==> src/rtl/spi_arb.sv <==
// spi_arb: round-robin arbiter giving the inertial and A2D interfaces shared
// use of a single SPI master. Only one transaction is in flight at a time.
// The command word is captured at grant and launched with a one-cycle strobe.
// A bounded wait for spi_done aborts a stuck transaction.
//
// Ports
//   clk, rst                clock, asynchronous active-high reset
//   req_inert, cmd_inert    inertial request level and command word
//   req_a2d, cmd_a2d        A2D request level and command word
//   spi_wrt, spi_cmd        launch strobe and command word to the SPI master
//   spi_done, spi_rd        completion pulse and read data from the SPI master
//   gnt_inert, gnt_a2d      grant levels, high from capture through FINISH
//   done_inert, done_a2d    one-cycle completion pulses to the owner
//   rd_data                 read data from the last completed transaction
//   timeout                 one-cycle pulse when a transaction is aborted
//
// state  | meaning
// IDLE   | no owner; arbitrate pending requests
// LAUNCH | spi_wrt strobe issued with the captured command
// WAIT   | waiting for spi_done, counting toward the abort limit
// FINISH | owner's done pulse; round-robin pointer moves to the owner
module spi_arb #(
  parameter int unsigned TIMEOUT_CYC = 1024
) (
  input  logic        clk,
  input  logic        rst,
  input  logic        req_inert,
  input  logic [15:0] cmd_inert,
  input  logic        req_a2d,
  input  logic [15:0] cmd_a2d,
  output logic        spi_wrt,
  output logic [15:0] spi_cmd,
  input  logic        spi_done,
  input  logic [15:0] spi_rd,
  output logic        gnt_inert,
  output logic        gnt_a2d,
  output logic        done_inert,
  output logic        done_a2d,
  output logic [15:0] rd_data,
  output logic        timeout
);

  localparam int CW = (TIMEOUT_CYC > 1) ? $clog2(TIMEOUT_CYC) : 1;
  localparam logic [CW-1:0] CNT_LAST = CW'(TIMEOUT_CYC - 1);

  typedef enum logic [1:0] {IDLE, LAUNCH, WAIT, FINISH} state_t;

  state_t        state_q, state_d;
  logic [CW-1:0] cnt_q, cnt_d;
  logic          last_a2d_q, last_a2d_d;   // 1: A2D was served most recently
  logic          owner_a2d_q, owner_a2d_d;
  logic          spi_wrt_q, spi_wrt_d;
  logic [15:0]   spi_cmd_q, spi_cmd_d;
  logic          gnt_inert_q, gnt_inert_d;
  logic          gnt_a2d_q, gnt_a2d_d;
  logic          done_inert_q, done_inert_d;
  logic          done_a2d_q, done_a2d_d;
  logic [15:0]   rd_data_q, rd_data_d;
  logic          limit_hit;

  // Abort must be known in the same cycle as spi_done so that a completion
  // arriving on the last allowed cycle wins; hence this pulse is decoded
  // from registered state and the live spi_done rather than registered.
  assign limit_hit = (state_q == WAIT) && (cnt_q == CNT_LAST);
  assign timeout   = limit_hit && !spi_done;

  always_comb begin
    state_d      = state_q;
    cnt_d        = cnt_q;
    last_a2d_d   = last_a2d_q;
    owner_a2d_d  = owner_a2d_q;
    spi_wrt_d    = 1'b0;
    spi_cmd_d    = spi_cmd_q;
    gnt_inert_d  = gnt_inert_q;
    gnt_a2d_d    = gnt_a2d_q;
    done_inert_d = 1'b0;
    done_a2d_d   = 1'b0;
    rd_data_d    = rd_data_q;
    case (state_q)
      IDLE: begin
        if (req_inert && (!req_a2d || last_a2d_q)) begin
          owner_a2d_d = 1'b0;
          gnt_inert_d = 1'b1;
          spi_cmd_d   = cmd_inert;
          spi_wrt_d   = 1'b1;
          state_d     = LAUNCH;
        end else if (req_a2d) begin
          owner_a2d_d = 1'b1;
          gnt_a2d_d   = 1'b1;
          spi_cmd_d   = cmd_a2d;
          spi_wrt_d   = 1'b1;
          state_d     = LAUNCH;
        end
      end
      LAUNCH: begin
        cnt_d   = '0;
        state_d = WAIT;
      end
      WAIT: begin
        if (spi_done || limit_hit) begin
          if (spi_done) rd_data_d = spi_rd;
          done_inert_d = !owner_a2d_q;
          done_a2d_d   = owner_a2d_q;
          state_d      = FINISH;
        end else begin
          cnt_d = cnt_q + 1'b1;
        end
      end
      FINISH: begin
        last_a2d_d  = owner_a2d_q;
        gnt_inert_d = 1'b0;
        gnt_a2d_d   = 1'b0;
        spi_cmd_d   = 16'h0000;
        state_d     = IDLE;
      end
      default: begin
        gnt_inert_d = 1'b0;
        gnt_a2d_d   = 1'b0;
        spi_cmd_d   = 16'h0000;
        state_d     = IDLE;
      end
    endcase
  end

  always_ff @(posedge clk or posedge rst) begin
    if (rst) begin
      state_q      <= IDLE;
      cnt_q        <= '0;
      last_a2d_q   <= 1'b1;
      owner_a2d_q  <= 1'b0;
      spi_wrt_q    <= 1'b0;
      spi_cmd_q    <= 16'h0000;
      gnt_inert_q  <= 1'b0;
      gnt_a2d_q    <= 1'b0;
      done_inert_q <= 1'b0;
      done_a2d_q   <= 1'b0;
      rd_data_q    <= 16'h0000;
    end else begin
      state_q      <= state_d;
      cnt_q        <= cnt_d;
      last_a2d_q   <= last_a2d_d;
      owner_a2d_q  <= owner_a2d_d;
      spi_wrt_q    <= spi_wrt_d;
      spi_cmd_q    <= spi_cmd_d;
      gnt_inert_q  <= gnt_inert_d;
      gnt_a2d_q    <= gnt_a2d_d;
      done_inert_q <= done_inert_d;
      done_a2d_q   <= done_a2d_d;
      rd_data_q    <= rd_data_d;
    end
  end

  assign spi_wrt    = spi_wrt_q;
  assign spi_cmd    = spi_cmd_q;
  assign gnt_inert  = gnt_inert_q;
  assign gnt_a2d    = gnt_a2d_q;
  assign done_inert = done_inert_q;
  assign done_a2d   = done_a2d_q;
  assign rd_data    = rd_data_q;

endmodule

==> config.mk <==
export PLATFORM = sky130hd
export DESIGN_NAME = spi_arb
export DESIGN_NICKNAME = d
export VERILOG_FILES = /design/src/rtl/spi_arb.sv
export SDC_FILE = /design/constraint.sdc
export NUM_CORES = 1
export LEC_CHECK = 0
export ABC_AREA = 1
export BUFFER_PORTS_ARGS = -buffer_cell sky130_fd_sc_hd__buf_2
export CAP_MARGIN = 20
export CORE_MARGIN = 2
export CORE_UTILIZATION = 45
export CTS_CLUSTER_DIAMETER = 40
export CTS_CLUSTER_SIZE = 40
export DETAILED_ROUTE_END_ITERATION = 8
export HOLD_SLACK_MARGIN = 0.08
export PLACE_DENSITY = 0.73
export SYNTH_ARGS = -nofsm -noshare
export SYNTH_HDL_FRONTEND = slang
export SYNTH_SLANG_ARGS = --single-unit
==> constraint.sdc <==
create_clock -name clk -period 2.25 [get_ports clk]
set_input_delay 0 -clock clk [delete_from_list [all_inputs] [get_ports clk]]
set_output_delay 0 -clock clk [all_outputs]
set_load 0.1 [all_outputs]
==> flow_summary.yaml, run 1 <==
routing:
  first_iter_violations: 97
  ant_nets: 0
  via_count: 2491
  wl_um: 6670
  wire_per_inst_um: 12.9
  first_pass_iters: 5
  drc_errors: 0
  via_per_inst: 4.83
worst_hold_path:
  hold_class: "in -> reg"
  hold_start: "spi_done"
  worstHoldPathCells: 5
cells_and_area:
  fin_nets: 502
  antenna_cells: 0
  area_delta_synth_final_pct: 44.1
  drive_above_1_share: 0.282
synth:
  yosys-top-cells-count: "96 x nand2_1, 50 x dfrtp_1, 35 x inv_1"
  synth.cell_area_sq_um: 2580
  synth_cell_type_count: 30
  ys_async_sr_fraction: 1.00
  synth_edf_count: 0
  synth_flop_cell: "dfrtp_1"
  syn_inst: 301
  synth_area_per_cell_sq_um: 8.57
  synth.net_count: 360
  synth_warnings: 0
  yosysMostFrequentCell: "nand2_1"
  synth.area.top_cells: "dfrtp_1 49%, nand2_1 14%, nand3_1 6.4%"
  synth_top_area_share: 0.485
  yosysSeqAreaShare: 0.495
  ys_ff_latch: 51
  yosysTopAreaCell: "dfrtp_1"
global_route:
  grt_pass1_wl_um: 10300
  grt_use_total: 0.207
  grt_overflow: 0
  antenna_found_initial: 0
  grt_max_degree: 33
  grt_pass1_vias: 2308
sta:
  tightest_slew_ns: 0.504
  rsz0062_at_grt: "false"
  relSlewSlack: 0.666
  finalHoldViolCount: 0
  maxSlewViolCount: 0
  fmax_mhz: 471
  finClkSkew_ns: 0.00773
  fin_crit_ns: 2.12
  period_share: 0.944
  setup_viol: 0
  tns_ns: 0
clock_tree:
  cts_tree: "yes"
  clk_path_buf_depth: 2
  path_clk_slew_ns: 0.09
  cts_max_level: 2
  cts_buffers: 5
  cts-root-buf: "clkbuf_8"
  cts_resized: 0
  clock_latency_ns: 0.30
  cts.sinks: 51
critical_path:
  cp_max_fo: 10
  cp-startpoint: "state_q[0]$_DFFE_PP0P_"
  rr_worst_depth: 7
  startpoint_type: "register"
  cp-end-kind: "output pin"
  arrival_ns: 2.12
  r2r_start: "last_a2d_q$_DFFE_PP1P_"
  crit_required_ns: 2.25
  crit_type: "reg -> out"
die:
  die_w_um: 79.7
  initial_utilization: 0.468
  die_h_um: 79.7
  design.portCount: 91
  core_sq_um: 5510
  fp-row-count: 27
  die_area_sq_um: 6350
status:
  outcome: "completed"
run:
  max_cap_violations: 0
placed_design:
  dp.final_hpwl_um: 3990
  io_buffers: 90
  gp_congestion: 0.806
-- cells by family after synthesis --
logic type / synth area share
XOR/XNOR: 0.00679
AND/OR/NAND/NOR: 0.252
buffers and inverters: 0.0805
flip-flops: 0.495
multiplexers: 0.0699
adder cells (fa/ha/maj): 0.0291
AO/OA/AOI/OAI: 0.0660
-- repair_timing --
action                    4_1_cts  5_1_grt
hold buffers                   51        0
hold endpoints to repair       83        0
buffers inserted                0        0
-- cell type report --
class	count	area [sq um]
clock buffers	6	82.6
clock inverters	2	16.3
fillers	409	1790
inverters	38	143
multi-input cells	202	1100
flip-flops and latches	51	1280
well taps	72	90.1
repair buffers	145	1010
-- per-layer routing --
metal / track usage / up-vias / routed length, um
met1: 0.249 / 1133 / 2930
met3: 0.0464 / 20 / 338
met5: 0 / - / 0
met4: 0.0897 / 0 / 193
li1: - / 1239 / -
met2: 0.355 / 99 / 3210
-- final timing paths --
check,end,slack [ns]
max reg2reg,spi_cmd[8]$_DFFE_PP0P_,0.19
min,done_inert$_DFF_PP0_,0.14
max,timeout,0.13
min reg2reg,done_inert$_DFF_PP0_,0.46
min in group asynchronous,done_inert$_DFF_PP0_,0.19
max in group asynchronous,last_a2d_q$_DFFE_PP1P_,1.40
-- sequential cells by signal, summed over array words and instances (netlist names) --
signal,count
gnt_a2d,1
spi_wrt,1
last_a2d_q,1
rd_data,16
done_inert,1
owner_a2d_q,1
done_a2d,1
state_q,2
spi_cmd,16
gnt_inert,1
cnt_q,10
-- placed cells by master (no fill, tap or decap), drive strengths merged, types with 6 or more instances in the layout --
master        n
nand2        98
buf          94
dlygate4sd3  51
dfrtp        50
inv          38
nand3        35
o21ai        21
mux2         16
nor2         14
ha            6
clkbuf        6
a21oi         6
-- worst max-delay path, stage by stage (launching register included) --
cell     delay [ns]
dfrtp_1        0.43
inv_1          0.13
ha_1           0.44
nand2_1        0.10
nor2_1         0.10
nand3_1        0.12
nor2_2         0.09
buf_2          0.42
-- through the flow --
| step | utilization | area (sq um) | hold WS, ns | instances | setup slack, ns |
|---|---|---|---|---|---|
| after detailed placement | 0.559 | 3080 | -0.0289 | 456 | 0.233 |
| after global routing | 0.675 | 3720 | 0.197 | 516 | 0.0478 |
| final | 0.675 | 3720 | 0.140 | 516 | 0.126 |
| after CTS | 0.670 | 3690 | 0.132 | 515 | 0.115 |
| after global placement | 0.559 | 3080 | -0.0316 | 456 | 0.324 |
| after floorplan | - | 2580 | 0.132 | 301 | 0.433 |
Power of run 1 is left out: the tool's default activity adds up to more than one toggle a clock period on the data nets, which glitch-free logic cannot reach.
==> run 2, diff against run 1 <==
Clock period 2.25 ns to 2.4 ns, I/O delays scaled along.
==> run 2 against run 1 <==
  * Hold slack lost 0.060 ns
  * Global-route usage is 0.56 points higher
  * Via count is 0.64% lower
  * First-iteration DRC count grew 94%
  * Core utilization fell by 0.84 points
  * Wire length shrank 1.2%
==> flow_summary.yaml, run 2 (synthesis results as in run 1) <==
clock_tree:
  cts_max_level: 2
  cts_buffers: 5
  post_cts_buffers: 0
  cts.sinks: 51
  path_clk_slew_ns: 0.08
  cts_tree: "yes"
  cts-root-buf: "clkbuf_8"
  clock_latency_ns: 0.29
  clk_path_buf_depth: 2
cells_and_area:
  layout_common_cells: "96 x nand2_1, 90 x buf_2, 50 x dfrtp_1"
  final_cell_area_sq_um: 3670
  antenna_cells: 0
  multiInputGateArea_sq_um: 1090
  drive_above_1_share: 0.273
  final.fill_count: 415
  area_delta_synth_final_pct: 42.3
  fin_nets: 498
  final_common_cell: "nand2_1"
  regArea_sq_um: 1280
routing:
  wl_um: 6590
  first_pass_iters: 6
  via_count: 2475
  via_per_inst: 4.83
  wire_per_inst_um: 12.9
  drc_errors: 0
  first_iter_violations: 188
  ant_nets: 0
sta:
  fmax_mhz: 483
  period_share: 0.862
  tns_ns: 0
  finalHoldViolCount: 0
  tightest_slew_ns: 0.523
  finClkSkew_ns: 0.00283
  fin_crit_ns: 2.07
  rsz0062_at_grt: "false"
  setup_viol: 0
  maxSlewViolCount: 0
  relSlewSlack: 0.651
critical_path:
  arrival_ns: 2.07
  slowest_delay_ns: 0.43
  cp-end-kind: "output pin"
  crit_chain: "inv_1 -> ha_1 -> nand2_1 -> nor2_1 -> nand3_1 -> nor2_1 -> buf_2"
  startpoint_type: "register"
  cp_max_fo: 10
  path_delay_family: "buffers and inverters"
  critPathSlowestCell: "ha_1"
  path_common_cell: "nor2_1"
  crit_required_ns: 2.40
  crit_type: "reg -> out"
  path_buf_inv: 2
global_route:
  grt_pass1_wl_um: 10500
  grt_max_degree: 33
  grt_use_total: 0.213
  antenna_found_initial: 0
  grt_pass1_vias: 2348
  grt_overflow: 0
die:
  die_h_um: 79.7
  design.portCount: 91
  initial_utilization: 0.468
  die_w_um: 79.7
  core_sq_um: 5510
  die_area_sq_um: 6350
  fp-row-count: 27
worst_hold_path:
  hold_class: "in -> reg"
placed_design:
  placed_area_sq_um: 3060
  io_buffers: 90
  gp_congestion: 0.837
  dp.final_hpwl_um: 4120
status:
  outcome: "completed"
run:
  max_cap_violations: 0
run 2: cell type report:
type                            count  area share
Sequential cell                    51       0.348
Multi-Input combinational cell    202       0.298
Timing Repair Buffer              141       0.262
Inverter                           38      0.0389
Tap cell                           72      0.0245
Clock buffer                        7      0.0208
Clock inverter                      1     0.00818
run 2: worst paths after layout:
kind	start	end	slack [ns]	depth (start not counted)
worst max-delay path	state_q[0]$_DFFE_PP0P_	timeout	0.33	7
worst min-delay path	cmd_a2d[1]	spi_cmd[1]$_DFFE_PP0P_	0.08	5
worst max register to register	last_a2d_q$_DFFE_PP1P_	spi_cmd[3]$_DFFE_PP0P_	0.33	7
worst min register to register	owner_a2d_q$_DFFE_PP0P_	done_inert$_DFF_PP0_	0.48	1
max in group asynchronous	rst	last_a2d_q$_DFFE_PP1P_	1.35	4
min in group asynchronous	rst	rd_data[3]$_DFFE_PP0P_	0.28	3
run 2: worst register-to-register path, cell delays in order (launching register included):
cell	delay, ns
dfstp_2	0.56
inv_1	0.08
a21oi_4	0.41
nand2_1	0.15
nand2_1	0.09
dlygate4sd3_1	0.55
nand3_1	0.07
o21ai_1	0.09
run 2: routing by layer:
metal  part of all wire  vias to the layer above  global-route usage
met2               0.49                       95               0.358
li1                   -                     1228                   -
met5                  0                        -                   0
met4              0.029                        0              0.0914
met3              0.055                       20              0.0464
met1               0.43                     1132               0.263
run 2: what timing repair did:
item / in CTS / in global routing
hold buffers: 49 / 0
endpoints found under the hold margin: 57 / 0
resized for setup: 0 / 0
run 2: metrics by stage:
step           cells  hold slack [ns]  setup WS, ns   util
5_1_grt          512           0.0993         0.178  0.666
4_1_cts          511           0.0843         0.239  0.664
3_5_place_dp     454           0.0724         0.267  0.556
2_1_floorplan    301            0.132         0.131      -
6_report         512           0.0805         0.330  0.666
3_3_place_gp     454           0.0706         0.414  0.556
Power of run 2 is left out for the same reason.
==> run 3, diff against run 2 <==
Settings changed: CELL_PAD_IN_SITES_DETAIL_PLACEMENT set to 1, CELL_PAD_IN_SITES_GLOBAL_PLACEMENT set to 1, CORE_UTILIZATION 45 to 36, PLACE_DENSITY 0.73 to not set, PLACE_DENSITY_LB_ADDON set to 0.1.
==> run 3 against run 2 <==
  * Clock skew about the same
  * First-iteration DRC count shrank 48%
  * Maximum frequency down 4.0%
  * Highest routed layer unchanged
  * Core utilization shrank 13 points
==> flow_summary.yaml, run 3 (synthesis results as in run 1) <==
routing:
  via_count: 2511
  wire_per_inst_um: 14.7
  first_iter_violations: 97
  wl_um: 7870
  drc_errors: 0
  first_pass_iters: 4
  ant_nets: 0
  via_per_inst: 4.68
critical_path:
  crit_type: "reg -> out"
  cp_max_fo: 10
  arrival_ns: 2.16
  slowest_delay_ns: 0.44
  crit_chain: "inv_1 -> ha_1 -> nand2_1 -> nor2_1 -> nand3_1 -> nor2_1 -> buf_2"
  crit_required_ns: 2.40
  startpoint_type: "register"
  cp-end-kind: "output pin"
  path_common_cell: "nor2_1"
  critPathSlowestCell: "dfrtp_1"
clock_tree:
  cts.sinks: 51
  cts-root-buf: "clkbuf_8"
  clk_path_buf_depth: 2
  cts_buffers: 5
  cts_resized: 0
  post_cts_buffers: 0
  path_clk_slew_ns: 0.10
  cts_max_level: 2
  cts_tree: "yes"
  clock_latency_ns: 0.30
cells_and_area:
  drive_above_1_share: 0.277
  final.fill_count: 875
  layout_common_cells: "96 x nand2_1, 90 x buf_2, 50 x dfrtp_1, 50 x dlygate4sd3_1, 34 x inv_1"
  multiInputGateArea_sq_um: 1090
  fin_nets: 499
  antenna_cells: 0
  final_common_cell: "nand2_1"
  regArea_sq_um: 1280
  fin_cells: 537
  area_delta_synth_final_pct: 43.4
die:
  fp-row-count: 30
  initial_utilization: 0.375
  core_sq_um: 6870
  design.portCount: 91
  die_h_um: 88.6
  die_area_sq_um: 7860
  die_w_um: 88.6
global_route:
  antenna_found_initial: 0
  grtUsageMet2: 0.375
  grt_use_total: 0.204
  grt_pass1_wl_um: 12300
  grt_max_degree: 52
  grt_overflow: 0
  grt_pass1_vias: 2554
  met3_usage: 0.0317
  use_met1: 0.245
  busiest_layer: "met2"
sta:
  rsz0062_at_grt: "false"
  fmax_mhz: 464
  finalHoldViolCount: 0
  tns_ns: 0
  finClkSkew_ns: 0.00318
  relSlewSlack: 0.559
  maxSlewViolCount: 0
  fin_crit_ns: 2.16
  period_share: 0.898
  tightest_slew_ns: 0.661
  setup_viol: 0
run:
  max_cap_violations: 0
worst_hold_path:
  hold_class: "in -> reg"
placed_design:
  io_buffers: 90
  dp.final_hpwl_um: 4850
  gp_congestion: 0.748
  dp.cells: 479
status:
  outcome: "completed"
[run 3: cell types whose count changed in the layout (fill, tap and decap cells not counted)]
cell	before	now
clkbuf_1	2	0
clkinv_4	0	2
buf_4	1	2
buf_6	1	0
bufinv_16	1	0
dlygate4sd3_1	49	50
inv_8	0	1
[run 3: path summary, 6_finish.rpt]
| kind | from | to | slack, ns | cells past startpoint |
|---|---|---|---|---|
| hold / removal | req_a2d | spi_wrt$_DFF_PP0_ | 0.08 | 3 |
| min in group asynchronous | rst | rd_data[4]$_DFFE_PP0P_ | 0.41 | 4 |
| setup reg to reg | last_a2d_q$_DFFE_PP1P_ | spi_cmd[0]$_DFFE_PP0P_ | 0.32 | 7 |
| setup / recovery | state_q[0]$_DFFE_PP0P_ | timeout | 0.24 | 7 |
| hold reg to reg | owner_a2d_q$_DFFE_PP0P_ | done_inert$_DFF_PP0_ | 0.46 | 1 |
| max in group asynchronous | rst | cnt_q[9]$_DFFE_PP0P_ | 1.55 | 4 |
[run 3: layout make-up]
type	count	area share
clock buffer	5	0.0186
clock inverter	3	0.00778
inverter	38	0.0386
multi-input combinational	202	0.296
sequential	51	0.346
tap	96	0.0325
timing repair buffer	142	0.261
[run 3: timing repair]
action,CTS,global route
hold buffers,50,0
endpoints found under the setup margin,0,0
endpoints found under the hold margin,83,0
[run 3: metrics by stage]
stage                      util  hold WS (ns)  instance area [sq um]  setup WS [ns]
final                     0.538        0.0806                   3700          0.244
after global routing      0.538         0.102                   3700         0.0335
after CTS                 0.538        0.0848                   3700          0.281
after detailed placement  0.451         0.220                   3100          0.555
after global placement    0.451         0.212                   3100          0.644
after floorplan               -         0.132                   2580          0.131
[run 3: worst max-delay path: cells and delay by family, from the launching register on]
kind	cells	cell delay, ns
adder cells (fa/ha/maj)	1	0.41
buffers and inverters	2	0.55
flip-flops	1	0.44
AND/OR/NAND/NOR	4	0.44
[run 3: metal layers]
layer | vias to the layer above | wire length (um)
li1 | 1229 | -
met1 | 1205 | 3280
met2 | 67 | 4140
met3 | 10 | 320
met4 | 0 | 140
met5 | - | 0
Power of run 3 is left out for the same reason.
